**src/rtl/hazard_pkg.sv**
```systemverilog
// rtl/hazard_pkg.sv - shared types and constants for the pipeline hazard controller.
package hazard_pkg;

  typedef enum logic [1:0] {
    RUN      = 2'd0,
    MEM_WAIT = 2'd1,
    HALTED   = 2'd2
  } state_e;

  localparam int          REG_AW_DEF = 4;
  localparam logic [19:0] NOP_INSTR  = 20'h00000;

endpackage

```
**src/rtl/hazard_mem_wait_cnt.sv**
```systemverilog
// rtl/hazard_mem_wait_cnt.sv - loadable 4-bit down-counter with zero flag for data-memory waits.
module hazard_mem_wait_cnt (
  input  logic       clk,
  input  logic       rstn,
  input  logic       load_i,
  input  logic [3:0] load_val_i,
  input  logic       dec_i,
  output logic       zero_o
);

  logic [3:0] cnt_q, cnt_d;

  always_comb begin
    cnt_d = cnt_q;
    if (load_i) begin
      cnt_d = load_val_i;
    end else if (dec_i && (cnt_q != 4'd0)) begin
      cnt_d = cnt_q - 4'd1;
    end
  end

  always_ff @(posedge clk or negedge rstn) begin
    if (!rstn) begin
      cnt_q <= 4'd0;
    end else begin
      cnt_q <= cnt_d;
    end
  end

  assign zero_o = (cnt_q == 4'd0);

endmodule

```
**src/rtl/hazard_ctrl.sv**
```systemverilog
// rtl/hazard_ctrl.sv - PC/stall/flush sequencing for load-use, branch, memory wait and halt.
// Optional HAZARD_PERF_EN adds saturating stall_cnt/flush_cnt outputs.
module hazard_ctrl
  import hazard_pkg::*;
#(
  parameter int REG_AW  = REG_AW_DEF,
  parameter int MEM_LAT = 3
) (
  input  logic              clk,
  input  logic              rstn,
  input  logic [REG_AW-1:0] id_rs1,
  input  logic [REG_AW-1:0] id_rs2,
  input  logic              id_use_rs2,
  input  logic              id_halt,
  input  logic              ex_mem_read,
  input  logic [REG_AW-1:0] ex_rd,
  input  logic              ex_branch_taken,
  input  logic              mem_access,
  output logic              pc_we,
  output logic              pc_sel,
  output logic              if_id_stall,
  output logic              if_id_flush,
  output logic              id_ex_stall,
  output logic              id_ex_flush,
  output logic              ex_mem_stall,
  output logic              mem_wb_flush,
  output logic              halted
`ifdef HAZARD_PERF_EN
  ,
  output logic [15:0]       stall_cnt,
  output logic [15:0]       flush_cnt
`endif
);

  localparam bit         WAIT_EN  = (MEM_LAT > 1);
  localparam logic [3:0] LOAD_VAL = (MEM_LAT > 1) ? 4'(MEM_LAT - 2) : 4'd0;

  state_e state_q, state_d;
  logic   ret_q, ret_d;
  logic   cnt_load, cnt_dec, cnt_zero;
  logic   frz, run_rules, halt_outs, load_use;
  logic   pc_we_c, pc_sel_c, ifs_c, iff_c, ids_c, idf_c, exs_c, mwf_c, halted_c;

  hazard_mem_wait_cnt u_wait_cnt (
    .clk        (clk),
    .rstn       (rstn),
    .load_i     (cnt_load),
    .load_val_i (LOAD_VAL),
    .dec_i      (cnt_dec),
    .zero_o     (cnt_zero)
  );

  assign load_use = ex_mem_read && (ex_rd != '0) &&
                    ((ex_rd == id_rs1) || (id_use_rs2 && (ex_rd == id_rs2)));

  always_comb begin
    state_d   = state_q;
    ret_d     = ret_q;
    cnt_load  = 1'b0;
    cnt_dec   = 1'b0;
    frz       = 1'b0;
    run_rules = 1'b0;
    halt_outs = 1'b0;
    pc_we_c   = 1'b0;
    pc_sel_c  = 1'b0;
    ifs_c     = 1'b0;
    iff_c     = 1'b0;
    ids_c     = 1'b0;
    idf_c     = 1'b0;
    exs_c     = 1'b0;
    mwf_c     = 1'b0;
    halted_c  = (state_q == HALTED) || ((state_q == MEM_WAIT) && ret_q);

    // ret_q remembers whether the wait was entered from HALTED so it returns there.
    case (state_q)
      RUN: begin
        if (WAIT_EN && mem_access) begin
          frz      = 1'b1;
          cnt_load = 1'b1;
          ret_d    = 1'b0;
          state_d  = MEM_WAIT;
        end else begin
          run_rules = 1'b1;
        end
      end
      MEM_WAIT: begin
        if (!cnt_zero) begin
          frz     = 1'b1;
          cnt_dec = 1'b1;
        end else if (ret_q) begin
          halt_outs = 1'b1;
          state_d   = HALTED;
        end else begin
          run_rules = 1'b1;
          state_d   = RUN;
        end
      end
      HALTED: begin
        if (WAIT_EN && mem_access) begin
          frz      = 1'b1;
          cnt_load = 1'b1;
          ret_d    = 1'b1;
          state_d  = MEM_WAIT;
        end else begin
          halt_outs = 1'b1;
        end
      end
      default: state_d = RUN;
    endcase

    if (frz) begin
      ifs_c = 1'b1;
      ids_c = 1'b1;
      exs_c = 1'b1;
      mwf_c = 1'b1;
    end else if (halt_outs) begin
      ifs_c = 1'b1;
      idf_c = 1'b1;
    end else if (run_rules) begin
      if (ex_branch_taken) begin
        pc_we_c  = 1'b1;
        pc_sel_c = 1'b1;
        iff_c    = 1'b1;
        idf_c    = 1'b1;
      end else if (load_use) begin
        ifs_c = 1'b1;
        idf_c = 1'b1;
      end else if (id_halt) begin
        ifs_c   = 1'b1;
        idf_c   = 1'b1;
        state_d = HALTED;
      end else begin
        pc_we_c = 1'b1;
      end
    end
  end

  always_ff @(posedge clk or negedge rstn) begin
    if (!rstn) begin
      state_q <= RUN;
      ret_q   <= 1'b0;
    end else begin
      state_q <= state_d;
      ret_q   <= ret_d;
    end
  end

  // Every control is forced low while reset is held, including pc_we and halted.
  assign pc_we        = rstn & pc_we_c;
  assign pc_sel       = rstn & pc_sel_c;
  assign if_id_stall  = rstn & ifs_c;
  assign if_id_flush  = rstn & iff_c;
  assign id_ex_stall  = rstn & ids_c;
  assign id_ex_flush  = rstn & idf_c;
  assign ex_mem_stall = rstn & exs_c;
  assign mem_wb_flush = rstn & mwf_c;
  assign halted       = rstn & halted_c;

`ifdef HAZARD_PERF_EN
  logic [15:0] stall_cnt_q, flush_cnt_q;

  always_ff @(posedge clk or negedge rstn) begin
    if (!rstn) begin
      stall_cnt_q <= 16'd0;
      flush_cnt_q <= 16'd0;
    end else begin
      if (!pc_we && !halted && (stall_cnt_q != 16'hFFFF)) begin
        stall_cnt_q <= stall_cnt_q + 16'd1;
      end
      if (if_id_flush && (flush_cnt_q != 16'hFFFF)) begin
        flush_cnt_q <= flush_cnt_q + 16'd1;
      end
    end
  end

  assign stall_cnt = stall_cnt_q;
  assign flush_cnt = flush_cnt_q;
`endif

endmodule

```
**config.mk**
```make
export PLATFORM = sky130hd
export DESIGN_NAME = hazard_ctrl
export DESIGN_NICKNAME = d
export VERILOG_FILES = /design/src/rtl/hazard_pkg.sv /design/src/rtl/hazard_mem_wait_cnt.sv /design/src/rtl/hazard_ctrl.sv
export SDC_FILE = /design/constraint.sdc
export NUM_CORES = 1
export LEC_CHECK = 0
export BUFFER_PORTS_ARGS = -buffer_cell sky130_fd_sc_hd__buf_4
export CELL_PAD_IN_SITES_DETAIL_PLACEMENT = 1
export CELL_PAD_IN_SITES_GLOBAL_PLACEMENT = 2
export CORE_MARGIN = 2
export CORE_UTILIZATION = 27
export DETAILED_ROUTE_END_ITERATION = 6
export GPL_TIMING_DRIVEN = 0
export PLACE_DENSITY = 0.88
export SLEW_MARGIN = 20
export SYNTH_ARGS = -nofsm -noshare
export SYNTH_HDL_FRONTEND = slang
export SYNTH_SLANG_ARGS = --single-unit
```
**constraint.sdc**
```tcl
create_clock -name clk -period 2.8 [get_ports clk]
set_clock_uncertainty 0.2 [all_clocks]
set_input_delay 0.14 -clock clk [delete_from_list [all_inputs] [get_ports clk]]
set_output_delay 0.14 -clock clk [all_outputs]
set_load 0.05 [all_outputs]
```
==> metrics, run 1 <==
result of the run complete, no violations; slowest stage cell on the critical path sky130_fd_sc_hd__dfrtp_1; Fill cells 319; maximum buffer depth of the clock tree 2; initial antenna violation count 0; total setup buffers inserted after CTS 0; library cells used by synthesis 35; Die H 56.3 um; Maximum Capacitance Violations 0; effective utilization at floorplan 0.290; number of nets at the end of the flow 145; final-report setup violation count 0; Worst Path Arrival 2.31 ns; sum of routed wire length over all layers 2130 um; dominant combinational cell family by area after synthesis simple AND/OR/NAND/NOR gates; Reg2Reg Launch Point u_wait_cnt.cnt_q[0]; Vias/cell 5.19; total negative setup slack 0 ns; RR Endpoint state_q[0]; synthesized netlist net count 111; setup repair after global routing missed its margin no; fraction of the mapped netlist area in compound gates 0.195; area of the core region 0.00254 mm^2; Die Outline Area 0.00317 mm^2; number of buffers and inverters on the critical path 2; layout cell share with drive strength beyond 1 0.361; Peak supply drop 0.000486 V; cell area after technology mapping 738 um^2; number of hold violations in the final report 0; period utilisation layout 0.948; Synth-to-Final Area Change 40.8%; power per unit of standard cell area 1040 mW/mm^2; number of pins with negative max-slew slack in the final report 0; routed length per instance 14.3 um; area fraction in and, or, nand and nor cells after synthesis 0.259; Iter 0 DRT Violations 12; Cells after Synth 86; start point of the critical path u_wait_cnt.cnt_q[0]; Clock transition at path regs 0.06 ns; shortest clock period the worst path allows after layout 2.65 ns; slowest cell delay on critical path 0.38 ns; Worst Path Class, Setup reg2out; length of the first detailed-routing pass in iterations 4; antenna diode instance count 0; global-route wire length before repair 3570 um; number of buffers created by CTS 3; Critical Path Sink Type output port; floorplan row count 18; WP depth 7; Max FO, Critical Path 4; instance count after placement with tap cells included 143; tightest slew margin relative to the limit 0.682; number of top-level design ports 28; share of synthesized cell area in full adder, half adder and majority cells 0.102; CP required 2.46 ns; horizontal die dimension 56.3 um; portion of the post-synthesis area used by sequential elements 0.237; final hold slack 0.0587 ns; Vias 773; mux cell area share after synthesis 0; worst-path cell chain inv_1 > ha_1 > nor3b_2 > o22ai_1 > or2_2 > a221o_1 > buf_4; register-to-register setup slack 0.29 ns; clock tree from TritonCTS built; routability congestion estimate from global placement 0.820; number of global-route vias before repair 814; number of H-tree branching levels 1; kind of launch point of the worst setup path flop; path depth of the worst reg2reg path 6; Synth Area in XOR/XNOR 0.131; total grt overflow 0; root buf cell sky130_fd_sc_hd__clkbuf_4; DRC violations left 0; post-route ant nets 0; Leakage Power 0.482 nW; Yosys warning total 0; cell family contributing the most delay on the critical path simple AND/OR/NAND/NOR gates; post-DP HPWL 1770 um; clock sink count 7; maximum achievable frequency 377 MHz; transition at the pin with the smallest max-transition slack 0.470 ns; Critical Path Sink if_id_stall; synthesized flop and latch total 7; worst-skew pair later-pin latency 0.25 ns; path class of the lowest-slack min-delay path in2async; count of buffers from port buffering 27; average size of a mapped cell 8.58 um^2; final standard cell count with taps included and fillers excluded 149; overall track demand over capacity in global routing 0.145; largest net degree at the start of global routing 15
-- registers in the layout, summed over array words and instances (netlist names) --
name	flops
ret_q	1
state_q	2
u_wait_cnt.cnt_q	4
-- worst min-delay path by stage --
stage               startpoint             endpoint  slack (ns)  depth (start not counted)
finish                    rstn  u_wait_cnt.cnt_q[1]        0.06                          2
global route              rstn  u_wait_cnt.cnt_q[1]        0.06                          2
CTS                       rstn  u_wait_cnt.cnt_q[1]        0.05                          2
detailed placement        rstn                ret_q       -0.22                          1
global placement          rstn           state_q[0]       -0.22                          1
floorplan                 rstn                ret_q       -0.36                          0
-- routing by layer --
layer | vias up | routed length (um) | track usage
li1 | 373 | - | -
met1 | 369 | 844 | 0.163
met2 | 27 | 1110 | 0.261
met3 | 4 | 133 | 0.0184
met4 | 0 | 48 | 0.0816
met5 | - | 0 | 0
-- placed cells by master, fill, tap and decap left out, drive strengths merged, types with 2 or more instances in the layout --
master and count:
inv 9, o22ai 4, nand2 8, xor2 3, nor3 2, o221a 2
o21ai 2, nor2b 2, ha 6, clkbuf 4, or3b 2, dfrtp 7
nand3 4, xnor2 8, a21oi 3, nor2 3, dlygate4sd3 2, or3 2
buf 30
-- cells by family after synthesis --
family | Yosys count
AOI/OAI and AO/OA | 17
DFF | 7
adders and majority gates | 6
and+or+nand+nor | 33
xor gates and xnor gates | 11
buffers and inverters | 12
-- cell usage after synthesis --
| master | instances | share of area |
|---|---|---|
| sky130_fd_sc_hd__nor3_1 | 2 | 0.014 |
| sky130_fd_sc_hd__xnor2_1 | 8 | 0.095 |
| sky130_fd_sc_hd__o22ai_1 | 4 | 0.034 |
| sky130_fd_sc_hd__inv_1 | 9 | 0.046 |
| sky130_fd_sc_hd__or2_2 | 1 | 0.0085 |
| sky130_fd_sc_hd__nand3b_1 | 1 | 0.010 |
| sky130_fd_sc_hd__o41ai_1 | 1 | 0.012 |
| sky130_fd_sc_hd__nand3_1 | 4 | 0.027 |
| sky130_fd_sc_hd__and3_2 | 1 | 0.010 |
| sky130_fd_sc_hd__ha_1 | 6 | 0.10 |
| sky130_fd_sc_hd__o21ai_0 | 2 | 0.014 |
| sky130_fd_sc_hd__or3b_2 | 1 | 0.012 |
| sky130_fd_sc_hd__or3b_4 | 1 | 0.015 |
| sky130_fd_sc_hd__nand2b_1 | 1 | 0.0085 |
| sky130_fd_sc_hd__nand4_1 | 1 | 0.0085 |
| sky130_fd_sc_hd__o221a_1 | 1 | 0.015 |
| sky130_fd_sc_hd__and2b_1 | 1 | 0.010 |
| sky130_fd_sc_hd__a32oi_1 | 1 | 0.012 |
| sky130_fd_sc_hd__nor3b_1 | 1 | 0.010 |
| sky130_fd_sc_hd__and4_2 | 1 | 0.014 |
| sky130_fd_sc_hd__a221o_1 | 1 | 0.014 |
| sky130_fd_sc_hd__o221ai_1 | 1 | 0.012 |
| sky130_fd_sc_hd__nand2_1 | 8 | 0.041 |
| sky130_fd_sc_hd__a21oi_1 | 3 | 0.020 |
| sky130_fd_sc_hd__o32ai_4 | 1 | 0.037 |
| sky130_fd_sc_hd__nor2b_1 | 2 | 0.017 |
| sky130_fd_sc_hd__or4b_1 | 1 | 0.014 |
| sky130_fd_sc_hd__and2_1 | 1 | 0.0085 |
| sky130_fd_sc_hd__nor2_1 | 3 | 0.015 |
| sky130_fd_sc_hd__o221a_2 | 1 | 0.015 |
| sky130_fd_sc_hd__or3_1 | 2 | 0.017 |
| sky130_fd_sc_hd__buf_4 | 3 | 0.031 |
| sky130_fd_sc_hd__xor2_1 | 3 | 0.036 |
| sky130_fd_sc_hd__dfrtp_1 | 7 | 0.24 |
| sky130_fd_sc_hd__a211oi_1 | 1 | 0.010 |
-- stage by stage --
stage | total power, mW | setup WS [ns] | utilization | cell area (um^2)
2_1_floorplan | 0.773 | 0.0505 | - | 748
3_3_place_gp | 0.955 | 0.290 | 0.388 | 988
3_5_place_dp | 0.987 | 0.203 | 0.388 | 988
4_1_cts | 1.09 | 0.0177 | 0.409 | 1040
5_1_grt | 1.17 | 0.0000109 | 0.409 | 1040
6_report | 1.08 | 0.145 | 0.409 | 1040
-- where the power goes --
part | internal [mW] | total [mW] | switching, mW
clock | 0.0545 | 0.0933 | 0.0388
sequential | 0.145 | 0.191 | 0.0462
combinational | 0.308 | 0.797 | 0.489
total | 0.507 | 1.08 | 0.574
-- area by class of cell --
cell class | count | area, um^2 | area share
Multi-Input combinational cell | 67 | 522 | 0.502
Timing Repair Buffer | 29 | 223 | 0.214
Sequential cell | 7 | 175 | 0.168
Tap cell | 30 | 37.5 | 0.0361
Inverter | 9 | 33.8 | 0.0325
Clock buffer | 4 | 26.3 | 0.0253
Buffer | 3 | 22.5 | 0.0217
-- repair_timing --
| item | CTS | global route |
|---|---|---|
| setup endpoints to repair | 2 | 3 |
| resized for setup | 1 | 2 |
| hold buffers | 2 | 0 |
| pin swaps | 0 | 0 |
| hold endpoints to repair | 8 | 0 |
No activity file was read; power rests on OpenSTA's default activity.
==> run 2, diff against run 1 <==
--- a/config.mk
+++ b/config.mk
@@ -11,8 +11,9 @@
 export CORE_MARGIN = 2
 export CORE_UTILIZATION = 27
 export DETAILED_ROUTE_END_ITERATION = 6
-export GPL_TIMING_DRIVEN = 0
+export GPL_TIMING_DRIVEN = 1
 export PLACE_DENSITY = 0.88
+export RECOVER_POWER = 50
 export SLEW_MARGIN = 20
 export SYNTH_ARGS = -nofsm -noshare
 export SYNTH_HDL_FRONTEND = slang
==> run 2 against run 1 <==
  * Final area is 1.8% lower
  * Register-to-register slack better by 0.05 ns
  * Largest power group unchanged
  * Critical path depth unchanged
  * Critical endpoint is now pc_we
  * Combinational power shrank 2.9%
  * Cell count fell by 1.3%
  * Hold slack better by 0.055 ns
  * Power shrank 2.6%
  * Maximum frequency is 2.8% higher
  * Clock power down 5.3%
  * Die area did not move
  * Via count fell by 3.2%
==> metrics, run 2 (synthesis gave the netlist of run 1 again) <==
result of the run complete, no violations; register name with the most flops u_wait_cnt.cnt_q; DRC violations left 0 (unchanged); area of the core region 0.00254 mm^2 (unchanged); share of total power consumed by net switching 0.531 (+0.000708); register share of total power 0.182 (+0.005); kind of launch point of the worst setup path flop; internal power summed over all cells 0.494 mW (-2.7%); setup repair after global routing missed its margin no; clock tree from TritonCTS built; post-DP HPWL 1720 um (-2.5%); floorplan row count 18 (unchanged); tightest slew margin relative to the limit 0.608 (-0.0745); total grt overflow 0 (unchanged); Max FO, Critical Path 5 (+1); met2 track demand over resource 0.224 (-0.0370); CP required 2.46 ns (about the same); setup slack after layout 0.219 ns (+0.0734 ns); shortest clock period the worst path allows after layout 2.58 ns (-0.0734 ns); transition at the pin with the smallest max-transition slack 0.588 ns (+0.118 ns); routed length per instance 13.6 um (-5.3%); global routing usage on met3 0.0253 (+0.00691); initial antenna violation count 0 (unchanged); number of H-tree branching levels 1 (unchanged); Clock Power Share 0.084 (-0.002); final-report setup violation count 0 (unchanged); number of top-level design ports 28 (unchanged); number of nets at the end of the flow 143 (-1.4%); busiest layer in global routing met2; length of the first detailed-routing pass in iterations 4 (unchanged); Worst Path Arrival 2.24 ns (-0.07 ns); Leakage Power 0.468 nW (-2.9%); register-to-register setup slack 0.34 ns (+0.05 ns); number of flip-flops in the largest register 4 (unchanged); final hold slack 0.113 ns (+0.0548 ns); Clock transition at path regs 0.05 ns (about the same); clock sink count 7 (unchanged); final core utilization 0.401 (-0.00738); horizontal die dimension 56.3 um (unchanged); largest net degree at the start of global routing 15 (unchanged); met1 routing resource usage after global routing 0.164 (+0.00118); layout cell share with drive strength beyond 1 0.342 (-0.0195); number of buffers created by CTS 3 (unchanged); Iter 0 DRT Violations 8 (-4); share of total power in combinational logic 0.735 (-0.002); maximum achievable frequency 387 MHz (+2.8%); root buf cell sky130_fd_sc_hd__clkbuf_4; period utilisation layout 0.922 (-0.0262); Final Instance Area 0.00102 mm^2 (-1.8%); Setup WS pre-CTS 0.345 ns (+0.141 ns); worst-skew pair later-pin latency 0.25 ns (about the same); number of hold violations in the final report 0 (unchanged); Die Outline Area 0.00317 mm^2 (unchanged); Vias 748 (-3.2%); overall track demand over capacity in global routing 0.132 (-0.0135); path class of the lowest-slack min-delay path in2reg; maximum buffer depth of the clock tree 2 (unchanged); antenna diode instance count 0 (unchanged); Maximum Capacitance Violations 0 (unchanged); number of pins with negative max-slew slack in the final report 0 (unchanged); number of global-route vias before repair 751 (-7.7%); Vias/cell 5.09 (-1.9%); largest registers u_wait_cnt.cnt_q (4), state_q (2), ret_q (1); Worst Path Class, Setup reg2out; power per unit of standard cell area 1030 mW/mm^2 (-0.77%); global-route wire length before repair 3330 um (-6.6%); area of placed instances 973 um^2 (-1.5%); Peak supply drop 0.000435 V (-10%); Critical Path Sink Type output port; leading cell type in the layout, fill and taps excluded sky130_fd_sc_hd__buf_4; post-route ant nets 0 (unchanged); routability congestion estimate from global placement 0.779 (-5.0%); total setup buffers inserted after CTS 0 (unchanged); effective utilization at floorplan 0.290 (unchanged); Synth-to-Final Area Change 38.3%; sum of routed wire length over all layers 1990 um (-6.6%); count of buffers from port buffering 27 (unchanged); total negative setup slack 0 ns (unchanged); Die H 56.3 um (unchanged); highest-count cells in the layout ignoring fill and taps 27 x sky130_fd_sc_hd__buf_4, 9 x sky130_fd_sc_hd__inv_1, 8 x sky130_fd_sc_hd__xnor2_1, 8 x sky130_fd_sc_hd__nand2_1, 7 x sky130_fd_sc_hd__dfrtp_1; reported net switching power 0.560 mW (-2.4%)
[run 2: cell count changes in the layout (fill, tap and decap cells not counted), sizes merged]
cell    before  now
buf         30   27
clkbuf       4    5
[run 2: final cells by class]
type / instances / area [um^2]
inverter: 9 / 33.8
multi-input combinational: 67 / 522
fill: 314 / 1520
sequential: 7 / 175
clock buffer: 4 / 26.3
timing repair buffer: 30 / 226
tap: 30 / 37.5
[run 2: power groups by stage]
stage | logic [mW] | clock network (mW) | registers (mW)
floorplan | 0.594 | 0 | 0.179
global placement | 0.763 | 0 | 0.187
detailed placement | 0.776 | 0 | 0.191
CTS | 0.783 | 0.0941 | 0.189
global route | 0.852 | 0.102 | 0.197
finish | 0.774 | 0.0884 | 0.191
[run 2: what timing repair did]
action,CTS,global route
setup endpoints to repair,0,4
hold buffers,2,0
endpoints found under the hold margin,8,0
gates resized for setup,0,3
[run 2: path summary, 6_finish.rpt]
path                                     startpoint                  end  depth (start not counted)
worst max-delay path            u_wait_cnt.cnt_q[0]                pc_we                          7
worst min-delay path                        id_halt           state_q[1]                          4
worst max register to register  u_wait_cnt.cnt_q[0]           state_q[0]                          6
worst min register to register  u_wait_cnt.cnt_q[1]  u_wait_cnt.cnt_q[1]                          2
max in group asynchronous                      rstn  u_wait_cnt.cnt_q[0]                          2
min in group asynchronous                      rstn                ret_q                          2
[run 2: through the flow]
| stage | power [mW] | std cells |
|---|---|---|
| floorplan | 0.773 | 86 |
| global placement | 0.950 | 141 |
| detailed placement | 0.967 | 141 |
| CTS | 1.07 | 147 |
| global route | 1.15 | 147 |
| finish | 1.05 | 147 |
[run 2: metal layers]
| metal | vias to the layer above | share of wire |
|---|---|---|
| li1 | 369 | - |
| met1 | 351 | 0.43 |
| met2 | 24 | 0.50 |
| met3 | 4 | 0.053 |
| met4 | 0 | 0.024 |
| met5 | - | 0 |
[run 2: critical path, stage by stage, from the launching register on]
cell and delay [ns]:
sky130_fd_sc_hd__dfrtp_1 0.38, sky130_fd_sc_hd__inv_1 0.12, sky130_fd_sc_hd__ha_1 0.17, sky130_fd_sc_hd__or3b_4 0.42
sky130_fd_sc_hd__o32ai_4 0.29, sky130_fd_sc_hd__nand2_1 0.15, sky130_fd_sc_hd__a211oi_2 0.23, sky130_fd_sc_hd__buf_4 0.22
